**config.mk**
```make
export PLATFORM = sky130hd
export DESIGN_NAME = cp0_ex
export DESIGN_NICKNAME = d
export VERILOG_FILES = /design/src/rtl/cp0_ex.sv
export SDC_FILE = /design/constraint.sdc
export NUM_CORES = 1
export LEC_CHECK = 0
export ABC_CLOCK_PERIOD_IN_PS = 5500
export BUFFER_PORTS_ARGS = -buffer_cell sky130_fd_sc_hd__buf_2
export CORE_MARGIN = 5
export CORE_UTILIZATION = 40
export DETAILED_ROUTE_END_ITERATION = 8
export PLACE_DENSITY_LB_ADDON = 0.3
export REMOVE_ABC_BUFFERS = 1
export SYNTH_ARGS = -nofsm -noshare
export SYNTH_HDL_FRONTEND = slang
export SYNTH_SLANG_ARGS = --single-unit
```
**constraint.sdc**
```tcl
create_clock -name clk -period 5.5 [get_ports clk]
set_input_delay 0.275 -clock clk [delete_from_list [all_inputs] [get_ports clk]]
set_output_delay 0.275 -clock clk [all_outputs]
set_load 0.005 [all_outputs]
```
**src/rtl/cp0_ex.sv**
```systemverilog
// CP0 exception responder: commits exception/interrupt/eret state from the MEM stage,
// serves mtc0/mfc0, and runs the Count/Compare timer.
module cp0_ex #(
  parameter logic [4:0] EX_INT  = 5'h00,
  parameter logic [4:0] EX_ADEL = 5'h04,
  parameter logic [4:0] EX_ADES = 5'h05
) (
  input  logic        clk,
  input  logic        rst,
  input  logic        MEM_valid,
  input  logic        MEM_ex_in,
  input  logic [4:0]  MEM_ExcCode,
  input  logic        MEM_bd,
  input  logic [31:0] MEM_PC,
  input  logic [31:0] MEM_badvaddr,
  input  logic        MEM_eret,
  input  logic        MEM_mtc0,
  input  logic [4:0]  MEM_cp0_addr,
  input  logic [31:0] MEM_cp0_wdata,
  input  logic [5:0]  hw_int,
  output logic [31:0] cp0_rdata,
  output logic        MEM_ex,
  output logic        MEM_eret_flush,
  output logic [31:0] EPC,
  output logic        int_pending
);

  localparam int unsigned XLEN = 32;

  localparam logic [4:0] ADDR_BADVADDR = 5'd8;
  localparam logic [4:0] ADDR_COUNT    = 5'd9;
  localparam logic [4:0] ADDR_COMPARE  = 5'd11;
  localparam logic [4:0] ADDR_STATUS   = 5'd12;
  localparam logic [4:0] ADDR_CAUSE    = 5'd13;
  localparam logic [4:0] ADDR_EPC      = 5'd14;

  logic [XLEN-1:0] badvaddr_q;
  logic [XLEN-1:0] count_q;
  logic [XLEN-1:0] compare_q;
  logic [XLEN-1:0] epc_q;
  logic [7:0]      status_im_q;
  logic            status_exl_q;
  logic            status_ie_q;
  logic            cause_bd_q;
  logic            cause_ti_q;
  logic [1:0]      cause_ip_sw_q;
  logic [4:0]      cause_exccode_q;
  logic [5:0]      hw_int_q;
  logic            tick_q;

  logic [7:0]      cause_ip;
  logic            take_int;
  logic            mtc0_we;
  logic [4:0]      ex_code;
  logic [XLEN-1:0] count_next;
  logic            ti_next;

  // Hardware lines are sampled once per cycle; the timer interrupt shares IP7.
  assign cause_ip       = {hw_int_q[5] | cause_ti_q, hw_int_q[4:0], cause_ip_sw_q};
  assign int_pending    = status_ie_q & ~status_exl_q & (|(status_im_q & cause_ip));
  assign take_int       = int_pending & MEM_valid;
  assign MEM_ex         = ~rst & MEM_valid & (MEM_ex_in | take_int);
  assign MEM_eret_flush = ~rst & MEM_valid & MEM_eret & ~MEM_ex;
  assign mtc0_we        = MEM_valid & MEM_mtc0 & ~MEM_ex;
  assign ex_code        = take_int ? EX_INT : MEM_ExcCode;
  assign EPC            = epc_q;

  // Timer: software writes beat the increment; a Compare write beats a match.
  always_comb begin
    count_next = count_q;
    ti_next    = cause_ti_q;
    if (mtc0_we && MEM_cp0_addr == ADDR_COUNT) begin
      count_next = MEM_cp0_wdata;
    end else if (tick_q) begin
      count_next = count_q + XLEN'(1);
    end
    if (mtc0_we && MEM_cp0_addr == ADDR_COMPARE) begin
      ti_next = 1'b0;
    end else if (count_next == compare_q) begin
      ti_next = 1'b1;
    end
  end

  always_comb begin
    cp0_rdata = '0;
    case (MEM_cp0_addr)
      ADDR_BADVADDR: cp0_rdata = badvaddr_q;
      ADDR_COUNT:    cp0_rdata = count_q;
      ADDR_COMPARE:  cp0_rdata = compare_q;
      ADDR_STATUS:   cp0_rdata = {9'b0, 1'b1, 6'b0, status_im_q, 6'b0, status_exl_q, status_ie_q};
      ADDR_CAUSE:    cp0_rdata = {cause_bd_q, cause_ti_q, 14'b0, cause_ip, 1'b0, cause_exccode_q, 2'b0};
      ADDR_EPC:      cp0_rdata = epc_q;
      default:       cp0_rdata = '0;
    endcase
  end

  always_ff @(posedge clk) begin
    if (rst) begin
      badvaddr_q      <= '0;
      count_q         <= '0;
      compare_q       <= '0;
      epc_q           <= '0;
      status_im_q     <= '0;
      status_exl_q    <= 1'b0;
      status_ie_q     <= 1'b0;
      cause_bd_q      <= 1'b0;
      cause_ti_q      <= 1'b0;
      cause_ip_sw_q   <= '0;
      cause_exccode_q <= '0;
      hw_int_q        <= '0;
      tick_q          <= 1'b0;
    end else begin
      tick_q     <= ~tick_q;
      hw_int_q   <= hw_int;
      count_q    <= count_next;
      cause_ti_q <= ti_next;
      if (mtc0_we) begin
        case (MEM_cp0_addr)
          ADDR_COMPARE: compare_q <= MEM_cp0_wdata;
          ADDR_STATUS: begin
            status_im_q  <= MEM_cp0_wdata[15:8];
            status_exl_q <= MEM_cp0_wdata[1];
            status_ie_q  <= MEM_cp0_wdata[0];
          end
          ADDR_CAUSE:   cause_ip_sw_q <= MEM_cp0_wdata[9:8];
          ADDR_EPC:     epc_q <= MEM_cp0_wdata;
          default: ;
        endcase
      end
      // A nested exception (EXL already set) keeps the original EPC and BD.
      if (MEM_ex) begin
        if (!status_exl_q) begin
          epc_q      <= MEM_bd ? MEM_PC - XLEN'(4) : MEM_PC;
          cause_bd_q <= MEM_bd;
        end
        status_exl_q    <= 1'b1;
        cause_exccode_q <= ex_code;
        if (ex_code == EX_ADEL || ex_code == EX_ADES) begin
          badvaddr_q <= MEM_badvaddr;
        end
      end
      if (MEM_eret_flush) begin
        status_exl_q <= 1'b0;
      end
    end
  end

endmodule
```
=== Yosys cells after proc, flatten, opt, wreduce, memory -nomap -nowiden ===
Index checks and enable logic that the tools add are counted.

* Add/sub/neg operators: 2
* Equality and inequality tests: 9
* Muxes and demuxes: 12
* Bitwise operators: 16
* Reduce and logical (&&, ||, !) cells: 14

{| class="wikitable"
|+ Operators by type and width
! kind !! number
|-
| 32-bit two-way mux || 7
|-
| 32-bit case mux with 6 select lines || 1
|-
| 32-bit by 1-bit adder with 32-bit output (second input constant) || 1
|-
| 32-bit equality test || 1
|-
| 32-bit by 3-bit subtractor with 32-bit output (second input constant) || 1
|-
| 5-bit by 4-bit equality test with 1-bit output (second input constant) || 6
|-
| 2-bit AND reduction || 6
|-
| 5-bit by 3-bit equality test with 1-bit output (second input constant) || 2
|-
| 1-bit bitwise AND || 9
|-
| 8-bit bitwise AND || 1
|-
| 8-bit OR reduction || 1
|-
| 5-bit two-way mux || 1
|-
| 1-bit inverter || 4
|-
| 2-bit nonzero test || 2
|-
| 2-bit OR reduction || 2
|-
| 1-bit two-way mux || 3
|-
| 1-bit logical AND || 2
|-
| 1-bit bitwise OR || 2
|-
| 1-bit logical OR || 1
|}

* Flip-flop bits (word level): 154
* Input bits: 119
* Output and inout bits: 67
* Logic and storage cells: 66

=== Logic depth before layout (Yosys ltp) ===
Gate-level depths: netlist (run 1).

* Word-level depth: 12
* Gate-level depth with buffers: 12
* Depth with buffers taken out: 10

=== Worst setup path before layout (run 1) ===
No wires, ideal clock.

* Path kind: register to register
* Start point: register status_im_q[0]
* End point: register cause_ti_q
* Library setup time: 0.084 ns
* Arrival time: 2.924 ns
* Data required time: 5.416 ns
* Path slack: 2.492 ns
* Stages on the path, launching flop included: 11
* Path buffers: 1
* Clock period less this slack: 3.008 ns
* Cells stage by stage: dfxtp_1 a22o_1 or3_4 o22ai_4 nand2_2 buf_6 nor4_1 o22ai_1 or4_1 or4_1 o31ai_2

* Longest elaborated chain between the ends: 11
* Elaborated cells between the ends (all ways): 13
* Classes of those cells: eq/ne (1); mux (1); bitwise (7); reduce/logical (4)

{| class="wikitable"
|+ Ends and longest elaborated chain
! element !! RTL line !! RTL
|-
| from (decl) || 41 || <nowiki>logic [7:0] status_im_q;</nowiki>
|-
| from (signal assigned) || 121 || <nowiki>status_im_q <= MEM_cp0_wdata[15:8];</nowiki>
|-
| 8-bit bitwise AND (*) || 60 || <nowiki>assign int_pending = status_ie_q & ~status_exl_q & (|(status_im_q & cause_ip));</nowiki>
|-
| 8-bit OR reduction (*) || 60 ||
|-
| 1-bit bitwise AND (*) || 60 ||
|-
| 1-bit bitwise AND (*) || 61 || <nowiki>assign take_int = int_pending & MEM_valid;</nowiki>
|-
| 1-bit bitwise OR (*) || 62 || <nowiki>assign MEM_ex = ~rst & MEM_valid & (MEM_ex_in | take_int);</nowiki>
|-
| 1-bit bitwise AND (*) || 62 ||
|-
| 1-bit inverter (*) || 64 || <nowiki>assign mtc0_we = MEM_valid & MEM_mtc0 & ~MEM_ex;</nowiki>
|-
| 1-bit bitwise AND (*) || 64 ||
|-
| 1-bit logical AND || 72 || <nowiki>if (mtc0_we && MEM_cp0_addr == ADDR_COUNT) begin</nowiki>
|-
| 32-bit two-way mux || 72 ||
|-
| 32-bit equality test || 79 || <nowiki>end else if (count_next == compare_q) begin</nowiki>
|-
| to (signal assigned) || 116 || <nowiki>cause_ti_q <= ti_next;</nowiki>
|-
| to (decl) || 45 || <nowiki>logic cause_ti_q;</nowiki>
|}

Every way passes the cells marked *; elsewhere a longest branch is shown, timed or not.
A chain may end at the register's enable or synchronous reset.

=== Worst setup path after layout (run 1) ===
* Start point: register cause_ti_q
* End point: register cause_ti_q

* Longest elaborated chain between the ends: 12
* Elaborated cells between the ends (all ways): 14
* Classes of those cells: eq/ne (1); mux (1); bitwise (8); reduce/logical (4)

{| class="wikitable"
|+ Ends and longest elaborated chain
! element !! RTL line !! RTL
|-
| 1-bit bitwise OR (*) || 59 || <nowiki>assign cause_ip = {hw_int_q[5] | cause_ti_q, hw_int_q[4:0], cause_ip_sw_q};</nowiki>
|-
| 8-bit bitwise AND (*) || 60 ||
|-
| 8-bit OR reduction (*) || 60 ||
|-
| 1-bit bitwise AND (*) || 60 ||
|-
| 1-bit bitwise AND (*) || 61 ||
|-
| 1-bit bitwise OR (*) || 62 ||
|-
| 1-bit bitwise AND (*) || 62 ||
|-
| 1-bit inverter (*) || 64 ||
|-
| 1-bit bitwise AND (*) || 64 ||
|-
| 1-bit logical AND || 72 ||
|-
| 32-bit two-way mux || 72 ||
|-
| 32-bit equality test || 79 ||
|}

Marks and branches as above.

==> results of run 1 <==
==> where the power goes <==
group	internal, W	switching [W]	total, W
Combinational	0.0000959	0.000134	0.000229
Clock	0.000618	0.000500	0.00112
Sequential	0.00114	0.0000249	0.00117
==> logic make-up (layout without fill, tap and decap cells) <==
family                   Yosys count  after routing  share of synthesized area, %
AO/OA/AOI/OAI                    219            219                          19.1
multiplexers                      82             82                          9.83
buffers and inverters             86            250                          4.08
adder cells (fa/ha/maj)            2              2                         0.299
XOR/XNOR                          80             80                          8.37
flip-flops                       154            154                          36.8
AND/OR/NAND/NOR                  384            384                          21.5
==> worst max-delay path by stage <==
stage | from | to | slack (ns) | cells past startpoint
global placement | MEM_cp0_addr[4] | cause_ti_q | 1.84 | 10
finish | cause_ti_q | cause_ti_q | 1.83 | 9
global route | status_im_q[1] | cause_ti_q | 1.63 | 9
detailed placement | MEM_cp0_addr[4] | cause_ti_q | 1.72 | 10
floorplan | MEM_cp0_addr[4] | cause_ti_q | 1.75 | 8
CTS | cause_ti_q | cause_ti_q | 1.83 | 9
==> registers in the layout, summed over array words and instances, names as in the netlist <==
name / flops
EPC: 32
badvaddr_q: 32
compare_q: 32
count_q: 32
status_im_q: 8
hw_int_q: 6
cause_exccode_q: 5
cause_ip_sw_q: 2
cause_bd_q: 1
cause_ti_q: 1
status_exl_q: 1
status_ie_q: 1
tick_q: 1
==> metrics by stage <==
stage / std cells / util [%] / hold WS, ns
after global routing: 1446 / 48.3 / 0.0508
after CTS: 1446 / 48.3 / 0.0439
final: 1446 / 48.3 / 0.0583
after global placement: 1414 / 45.6 / 0.472
after detailed placement: 1414 / 45.6 / 0.475
after floorplan: 939 / - / 0.344
==> layer usage <==
metal / share of wire [%] / vias to the layer above
li1: - / 3932
met1: 46 / 3904
met2: 46 / 312
met3: 6.5 / 28
met4: 1.5 / 0
met5: 0 / -
==> cells in the final DEF, fill, tap and decap left out, drive strengths merged, types with 24 or more instances in the layout <==
master / netlist / layout
a211oi: 47 / 47
a21oi: 50 / 50
a22oi: 37 / 37
buf: 13 / 200
dfxtp: 154 / 154
mux2i: 80 / 80
nand2: 113 / 113
nand3: 24 / 24
nor2: 147 / 147
xnor2: 45 / 45
xor2: 35 / 35
==> final cells by class <==
cell class / count / area [um^2] / share of cell area, %
Multi-Input combinational cell: 767 / 4970 / 49.4
Sequential cell: 154 / 3080 / 30.6
Timing Repair Buffer: 200 / 1040 / 10.3
Clock buffer: 21 / 470 / 4.67
Tap cell: 275 / 344 / 3.42
Clock inverter: 11 / 88.8 / 0.883
Inverter: 18 / 67.6 / 0.671
==> impl_metrics.py, run 1 <==
metrics = {
    "global_routing": {
        "grt_pass1_wl_mm": 44.7,
        "use_met3_pct": 4.56,
        "grt_pass1_vias": 7898,
        "use_met1_pct": 33.3,
        "top_usage_layer": "met2",
        "grt_max_degree": 83,
        "grt-ovfl-total": 0,
        "met2_usage_pct": 37.3,
        "antenna_found_initial": 0,
        "grt_use_total_pct": 23.6,
    },
    "sta": {
        "worst_slack_ns": 1.83,
        "min_period_ns": 3.67,
        "clock_skew_ns": 0.0112,
        "tightest_slew_ns": 1.08,
        "clock.fmax_mhz": 272,
        "drv_slew": 0,
        "fin_setup_tns_ns": 0,
        "slew_headroom_pct": 27.8,
        "fin_crit_sh_pct": 66.7,
        "rsz0062_at_grt": "false",
        "setup_violations": 0,
        "hold_viol_final": 0,
    },
    "power": {
        "totalPowerFinal_w": 0.00251,
        "power.leakage_nw": 4.20,
        "peakVddDrop_mv": 0.188,
        "power.density_nw_per_um2": 250,
    },
    "critical_path": {
        "worst-r2r-cell-count": 9,
        "cp.required_ns": 5.85,
        "ff2ff_setup_slack_ns": 1.83,
        "worstPathArrival_ns": 4.02,
        "crit_path_top_delay_cell": "or4_1",
        "endpoint_kind": "flip-flop",
        "r2r_end": "cause_ti_q",
        "timing.rr.start": "cause_ti_q",
        "worst_path_most_repeated_cell": "or4_1",
        "crit_buf_inv": 0,
        "cp_max_fo": 27,
        "crit_type": "flip-flop to flip-flop",
        "cp-start-kind": "flip-flop",
        "path_cells": "o21ai_0 > nand3_1 > o22ai_4 > nand2_2 > nor4_1 > o22ai_1 > or4_1 > or4_1 > o31ai_2",
        "slowest_delay_ns": 0.57,
        "critPathTopFamily": "simple AND/OR/NAND/NOR gates",
    },
    "logic_synthesis": {
        "yosys.area.top_type": "dfxtp_1",
        "synthArstFlopShare_pct": 0,
        "ys_warn_count": 0,
        "synth_ff_type": "dfxtp_1",
        "synth_area_per_cell_um2": 8.32,
        "yosysMostFrequentCell": "dfxtp_1",
        "synth_top_area_share_pct": 36.8,
        "ys_seq_elements": 154,
        "synth_edf_count": 0,
        "netlist_instances": 1007,
        "ys_seq_area_share_pct": 36.8,
        "synth_area_leaders": "dfxtp_1, mux2i_1, nor2_1, nand2_1, xnor2_1",
        "synth_commonest_cells": "dfxtp_1, nor2_1, nand2_1, mux2i_1, clkbuf_1",
        "syn-cell-area_um2": 8380,
        "synth.distinct_cells": 63,
    },
    "clock_network": {
        "cts_buffer_depth": 2,
        "numCtsBuffers": 17,
        "insertion_delay_ns": 0.43,
        "cts_hold_buf": 0,
        "clk_pin_slew_ns": 0.06,
        "numClockSinks": 154,
        "cts_resized": 0,
        "cts-root-buf": "clkbuf_16",
        "cts_tree": "built",
        "postCtsSetupRepairBufs": 0,
        "htreeDepth": 4,
    },
    "detailed_routing": {
        "drt_iter0_drc": 653,
        "drt-total-wl_mm": 29.2,
        "drt-wirelength-per-cell_um": 20.2,
        "ant_nets": 0,
        "drcViolationCount": 0,
        "first_pass_iters": 6,
        "num_vias": 8176,
        "via_per_inst": 5.65,
    },
    "min_path": {
        "min_from": "hw_int[2]",
        "whs_endpoint": "hw_int_q[2]",
        "hold_depth": 2,
        "hold_class": "primary input to flip-flop",
    },
    "placement": {
        "io_buffers": 185,
        "place_congestion": 0.927,
        "post_dp_cell_area_um2": 9510,
        "dp_hpwl_mm": 21.1,
        "pre_cts_ws_ns": 1.72,
    },
    "cells_and_area": {
        "final_nets": 1279,
        "nFillCells": 2061,
        "drive_gt1_share_pct": 21.7,
        "final_area_um2": 10100,
        "area_growth_pct": 20.2,
        "diodes": 0,
    },
    "die": {
        "die-height_um": 155,
        "die_w_um": 155,
        "io_pins": 186,
        "core_area_um2": 20800,
        "start_util_pct": 40.2,
        "dieArea_um2": 23900,
        "num_rows": 53,
    },
    "flow_run": {
        "cap_violations": 0,
    },
    "outcome": {
        "outcome": "completed",
    },
}
No activity file was read; power rests on OpenSTA's default activity.
==> run 2, diff against run 1 <==
Settings changed: ABC_CLOCK_PERIOD_IN_PS 5500 to 3500.
Clock period 5.5 ns to 3.5 ns, I/O delays scaled along.
==> run 2 against run 1 <==
Effect of this change:
- cell area is 7.0% higher
- combinational power is 80% higher
- routed wire length is 4.4% higher
- critical endpoint unchanged
- highest routed layer unchanged
==> impl_metrics.py, run 2 (synthesized netlist as in run 1, its figures left out) <==
metrics = {
    "detailed_routing": {
        "via_per_inst": 5.62,
        "drcViolationCount": 0,
        "num_vias": 8516,
        "drt-total-wl_mm": 30.5,
        "drt-wirelength-per-cell_um": 20.1,
        "ant_nets": 0,
        "drt_iter0_drc": 799,
        "first_pass_iters": 5,
    },
    "cells_and_area": {
        "final_nets": 1348,
        "final_common_cell": "buf_2",
        "nFillCells": 2026,
        "area_growth_pct": 28.6,
        "diodes": 0,
        "layout_common_cells": "buf_2, dfxtp_1, nor2_1",
        "drive_gt1_share_pct": 23.0,
        "final_area_um2": 10800,
        "finalNonFillerCells": 1514,
    },
    "sta": {
        "drv_slew": 0,
        "clock_skew_ns": 0.0139,
        "rsz0062_at_grt": "false",
        "whs_ns": 0.0227,
        "hold_viol_final": 0,
        "slew_headroom_pct": 51.6,
        "min_period_ns": 3.41,
        "fin_crit_sh_pct": 97.4,
        "fin_setup_tns_ns": 0,
        "tightest_slew_ns": 0.727,
        "clock.fmax_mhz": 293,
        "setup_violations": 0,
    },
    "power": {
        "power.density_nw_per_um2": 383,
        "clkPwrFrac_pct": 45.6,
        "power.share.switching_pct": 24.8,
        "p_int_w": 0.00310,
        "p_sw_w": 0.00102,
        "peakVddDrop_mv": 0.295,
        "p_comb_share_pct": 10.0,
        "power.leakage_nw": 4.56,
        "power.share.sequential_pct": 44.4,
    },
    "die": {
        "core_area_um2": 20800,
        "dieArea_um2": 23900,
        "io_pins": 186,
        "die-height_um": 155,
        "num_rows": 53,
        "start_util_pct": 40.2,
        "die_w_um": 155,
    },
    "clock_network": {
        "numCtsBuffers": 17,
        "cts-root-buf": "clkbuf_16",
        "cts_tree": "built",
        "insertion_delay_ns": 0.43,
        "clk_pin_slew_ns": 0.06,
        "numClockSinks": 154,
        "htreeDepth": 4,
        "cts_buffer_depth": 2,
    },
    "critical_path": {
        "endpoint_kind": "flip-flop",
        "worstPathArrival_ns": 3.75,
        "worst-r2r-cell-count": 9,
        "cp_max_fo": 5,
        "crit_type": "flip-flop to flip-flop",
        "cp.required_ns": 3.84,
        "timing.rr.start": "count_q[11]",
        "cp-start-kind": "flip-flop",
        "cp-startpoint": "count_q[11]",
    },
    "placement": {
        "dp_hpwl_mm": 22.4,
        "io_buffers": 185,
        "post_dp_cell_area_um2": 9690,
        "dp.cells": 1438,
        "place_congestion": 0.937,
    },
    "min_path": {
        "hold_class": "primary input to flip-flop",
        "hold_depth": 3,
        "min_from": "MEM_cp0_wdata[2]",
    },
    "global_routing": {
        "grt-ovfl-total": 0,
        "antenna_found_initial": 0,
        "grt_max_degree": 66,
        "grt_use_total_pct": 25.1,
        "grt_pass1_wl_mm": 47.5,
        "grt_pass1_vias": 8328,
    },
    "outcome": {
        "outcome": "completed",
    },
    "flow_run": {
        "cap_violations": 0,
    },
}
## run 2: path summary, 6_finish.rpt
path                   endpoint  slack (ns)
setup / recovery     cause_ti_q        0.09
hold / removal     compare_q[2]        0.02
setup reg to reg     cause_ti_q        0.09
hold reg to reg   compare_q[15]        0.49
## run 2: metrics by stage
stage,total power (W),setup WS [ns],utilization [%]
floorplan,0.00201,-0.154,-
global placement,0.00224,0.164,46.5
detailed placement,0.00224,0.0821,46.5
CTS,0.00415,0.0574,51.4
global route,0.00427,0.00736,51.7
finish,0.00413,0.0898,51.7
## run 2: layer usage
metal,track usage (%),share of wire (%)
met1,34.9,44
met2,40.0,46
met4,6.35,1.7
met3,5.01,8.4
met5,0,0
## run 2: final cells by class
cell class | instances | area, um^2 | area share, %
Clock inverter | 11 | 149 | 1.38
Tap cell | 275 | 344 | 3.20
Timing Repair Buffer | 269 | 1670 | 15.5
Clock buffer | 20 | 437 | 4.05
Multi-Input combinational cell | 767 | 5020 | 46.6
Inverter | 18 | 67.6 | 0.627
Sequential cell | 154 | 3090 | 28.7
## run 2: power by group through the flow
stage | registers, W | clock network (W) | logic, W
after detailed placement | 0.00187 | 0 | 0.000373
after global placement | 0.00187 | 0 | 0.000371
after floorplan | 0.00186 | 0 | 0.000148
final | 0.00183 | 0.00188 | 0.000413
after CTS | 0.00183 | 0.00191 | 0.000411
after global routing | 0.00184 | 0.00198 | 0.000452
## run 2: timing repair
action,4_1_cts,5_1_grt
setup buffers,0,2
endpoints found under the setup margin,0,1
hold endpoints to repair,43,0
gates resized for setup,0,11
hold buffers,43,0
## run 2: worst max-delay path, stage by stage (launching register included)
cell and delay, ns:
dfxtp_1 0.44, nand4_2 0.25, or4_4 0.61, o21ai_0 0.18
o211ai_1 0.20, o211ai_1 0.18, o221ai_1 0.19, or4_1 0.54
or4_1 0.57, o31ai_2 0.18
==> run 3, diff against run 2 <==
Settings changed: CTS_BUF_LIST from default to sky130_fd_sc_hd__clkbuf_16, PLACE_DENSITY_LB_ADDON 0.3 to default.
==> run 3 against run 2 <==
Effect of this change:
- die area did not move
- routed wire length fell by 0.76%
- utilization rose by 0.16 points
- cell count barely moved
- largest cell class unchanged
==> impl_metrics.py, run 3 (synthesized netlist as in run 1, its figures left out) <==
metrics = {
    "clock_network": {
        "numClockSinks": 154,
        "cts-root-buf": "clkbuf_16",
        "numCtsBuffers": 17,
        "htreeDepth": 4,
        "cts_tree": "built",
        "clk_pin_slew_ns": 0.06,
        "cts_buffer_depth": 2,
        "insertion_delay_ns": 0.43,
    },
    "cells_and_area": {
        "layout_common_cells": "buf_2, dfxtp_1, nor2_1",
        "finalNonFillerCells": 1515,
        "area_growth_pct": 29.0,
        "final_common_cell": "buf_2",
        "nFillCells": 2026,
        "drive_gt1_share_pct": 22.3,
        "diodes": 0,
        "final_nets": 1349,
        "regArea_um2": 3080,
        "multi_input_area_um2": 4980,
    },
    "placement": {
        "pre_cts_ws_ns": -0.0207,
        "dp.cells": 1434,
        "dp_hpwl_mm": 22.2,
        "io_buffers": 185,
        "place_congestion": 0.900,
    },
    "global_routing": {
        "grt_pass1_wl_mm": 47.0,
        "grt-ovfl-total": 0,
        "grt_max_degree": 62,
        "antenna_found_initial": 0,
        "grt_use_total_pct": 24.9,
        "grt_pass1_vias": 8198,
    },
    "die": {
        "io_pins": 186,
        "start_util_pct": 40.2,
        "dieArea_um2": 23900,
        "core_area_um2": 20800,
        "num_rows": 53,
        "die_w_um": 155,
        "die-height_um": 155,
    },
    "detailed_routing": {
        "drcViolationCount": 0,
        "drt-total-wl_mm": 30.3,
        "ant_nets": 0,
        "drt_iter0_drc": 677,
        "num_vias": 8372,
        "drt-wirelength-per-cell_um": 20.0,
        "via_per_inst": 5.53,
        "first_pass_iters": 5,
    },
    "critical_path": {
        "endpoint_kind": "flip-flop",
        "crit_type": "flip-flop to flip-flop",
        "ff2ff_setup_slack_ns": 0.14,
        "cp_max_fo": 6,
        "timing.rr.start": "count_q[10]",
        "crit_path_top_delay_cell": "or4_1",
        "r2r_end": "cause_ti_q",
        "cp-start-kind": "flip-flop",
        "cp-startpoint": "count_q[10]",
        "worstPathArrival_ns": 3.71,
        "cp.required_ns": 3.85,
        "worst-r2r-cell-count": 10,
        "worstSetupEndpoint": "cause_ti_q",
        "path_cells": "nand4_1 > nor4_4 > buf_4 > nand4_1 > xor2_1 > a221oi_1 > o221ai_1 > or4_1 > or4_1 > o31ai_2",
        "slowest_delay_ns": 0.58,
    },
    "sta": {
        "hold_viol_final": 0,
        "slew_headroom_pct": 46.6,
        "fin_setup_tns_ns": 0,
        "drv_slew": 0,
        "clock.fmax_mhz": 298,
        "rsz0062_at_grt": "false",
        "worst_slack_ns": 0.144,
        "fin_crit_sh_pct": 95.9,
        "min_period_ns": 3.36,
        "setup_violations": 0,
        "tightest_slew_ns": 0.800,
        "clock_skew_ns": 0.00978,
    },
    "outcome": {
        "outcome": "completed",
    },
    "power": {
        "power.share.sequential_pct": 43.1,
        "power.leakage_nw": 4.59,
        "p_comb_share_pct": 9.7,
        "p_sw_w": 0.00101,
        "peakVddDrop_mv": 0.275,
        "p_int_w": 0.00324,
        "power.share.switching_pct": 23.8,
        "clkPwrFrac_pct": 47.2,
        "power.density_nw_per_um2": 394,
    },
    "min_path": {
        "hold_class": "primary input to flip-flop",
    },
    "flow_run": {
        "cap_violations": 0,
    },
}
## run 3: cell count changes in the layout (fill, tap and decap cells not counted), moves of 2 or more
cell | before | now
nor4_1 | 7 | 10
buf_4 | 42 | 39
dfxtp_2 | 3 | 1
dfxtp_1 | 151 | 153
dlygate4sd3_1 | 43 | 46
clkinv_1 | 0 | 3
nor4_2 | 4 | 1
bufinv_16 | 3 | 5
clkbuf_1 | 3 | 0
clkinvlp_4 | 6 | 1
## run 3: repair_timing
action                                 4_1_cts  5_1_grt
endpoints found under the hold margin       46        0
gates resized for setup                      0        3
setup buffers                                0        4
pin swaps                                    1        3
setup endpoints to repair                    1        1
hold buffers                                46        0
## run 3: cell type report
cell class | count | share of cell area [%]
Clock buffer | 17 | 3.94
Clock inverter | 14 | 1.89
Inverter | 18 | 0.625
Multi-Input combinational cell | 767 | 46.1
Sequential cell | 154 | 28.5
Tap cell | 275 | 3.19
Timing Repair Buffer | 270 | 15.7
## run 3: worst min-delay path by stage
| stage | from | end | slack, ns | depth (start not counted) |
|---|---|---|---|---|
| floorplan | rst | compare_q[0] | 0.24 | 1 |
| global placement | hw_int[0] | hw_int_q[0] | 0.38 | 2 |
| detailed placement | hw_int[1] | hw_int_q[1] | 0.39 | 2 |
| CTS | MEM_cp0_wdata[18] | compare_q[18] | 0.003 | 3 |
| global route | MEM_cp0_wdata[2] | compare_q[2] | 0.002 | 3 |
| finish | MEM_ExcCode[4] | cause_exccode_q[4] | 0.01 | 3 |
## run 3: power by group through the flow
stage	clock network [W]	logic [W]	registers (W)
3_3_place_gp	0	0.000371	0.00187
5_1_grt	0.00211	0.000453	0.00183
4_1_cts	0.00203	0.000413	0.00183
6_report	0.00200	0.000414	0.00183
3_5_place_dp	0	0.000372	0.00187
2_1_floorplan	0	0.000148	0.00186
## run 3: critical path: cells and delay by family (launching register included)
family / cells / cell delay (ns)
AND/OR/NAND/NOR: 5 / 1.78
AO/OA/AOI/OAI: 3 / 0.62
flip-flops: 1 / 0.48
buffers and inverters: 1 / 0.20
XOR/XNOR: 1 / 0.20
## run 3: metal layers
layer  vias up  part of all wire, %  track usage, %
met3        31                  6.5            5.37
met5         -                    0               0
met4         0                  1.7            6.52
met1      3976                   46            34.6
met2       283                   46            39.4
li1       4082                    -               -
## run 3: per-stage QoR
step / util (%) / area [um^2] / hold WS, ns / total power, W
after floorplan: - / 8100 / 0.244 / 0.00201
after global placement: 46.4 / 9670 / 0.382 / 0.00224
after detailed placement: 46.4 / 9670 / 0.392 / 0.00224
after CTS: 51.7 / 10800 / 0.00258 / 0.00427
after global routing: 51.9 / 10800 / 0.00246 / 0.00440
final: 51.9 / 10800 / 0.0124 / 0.00425
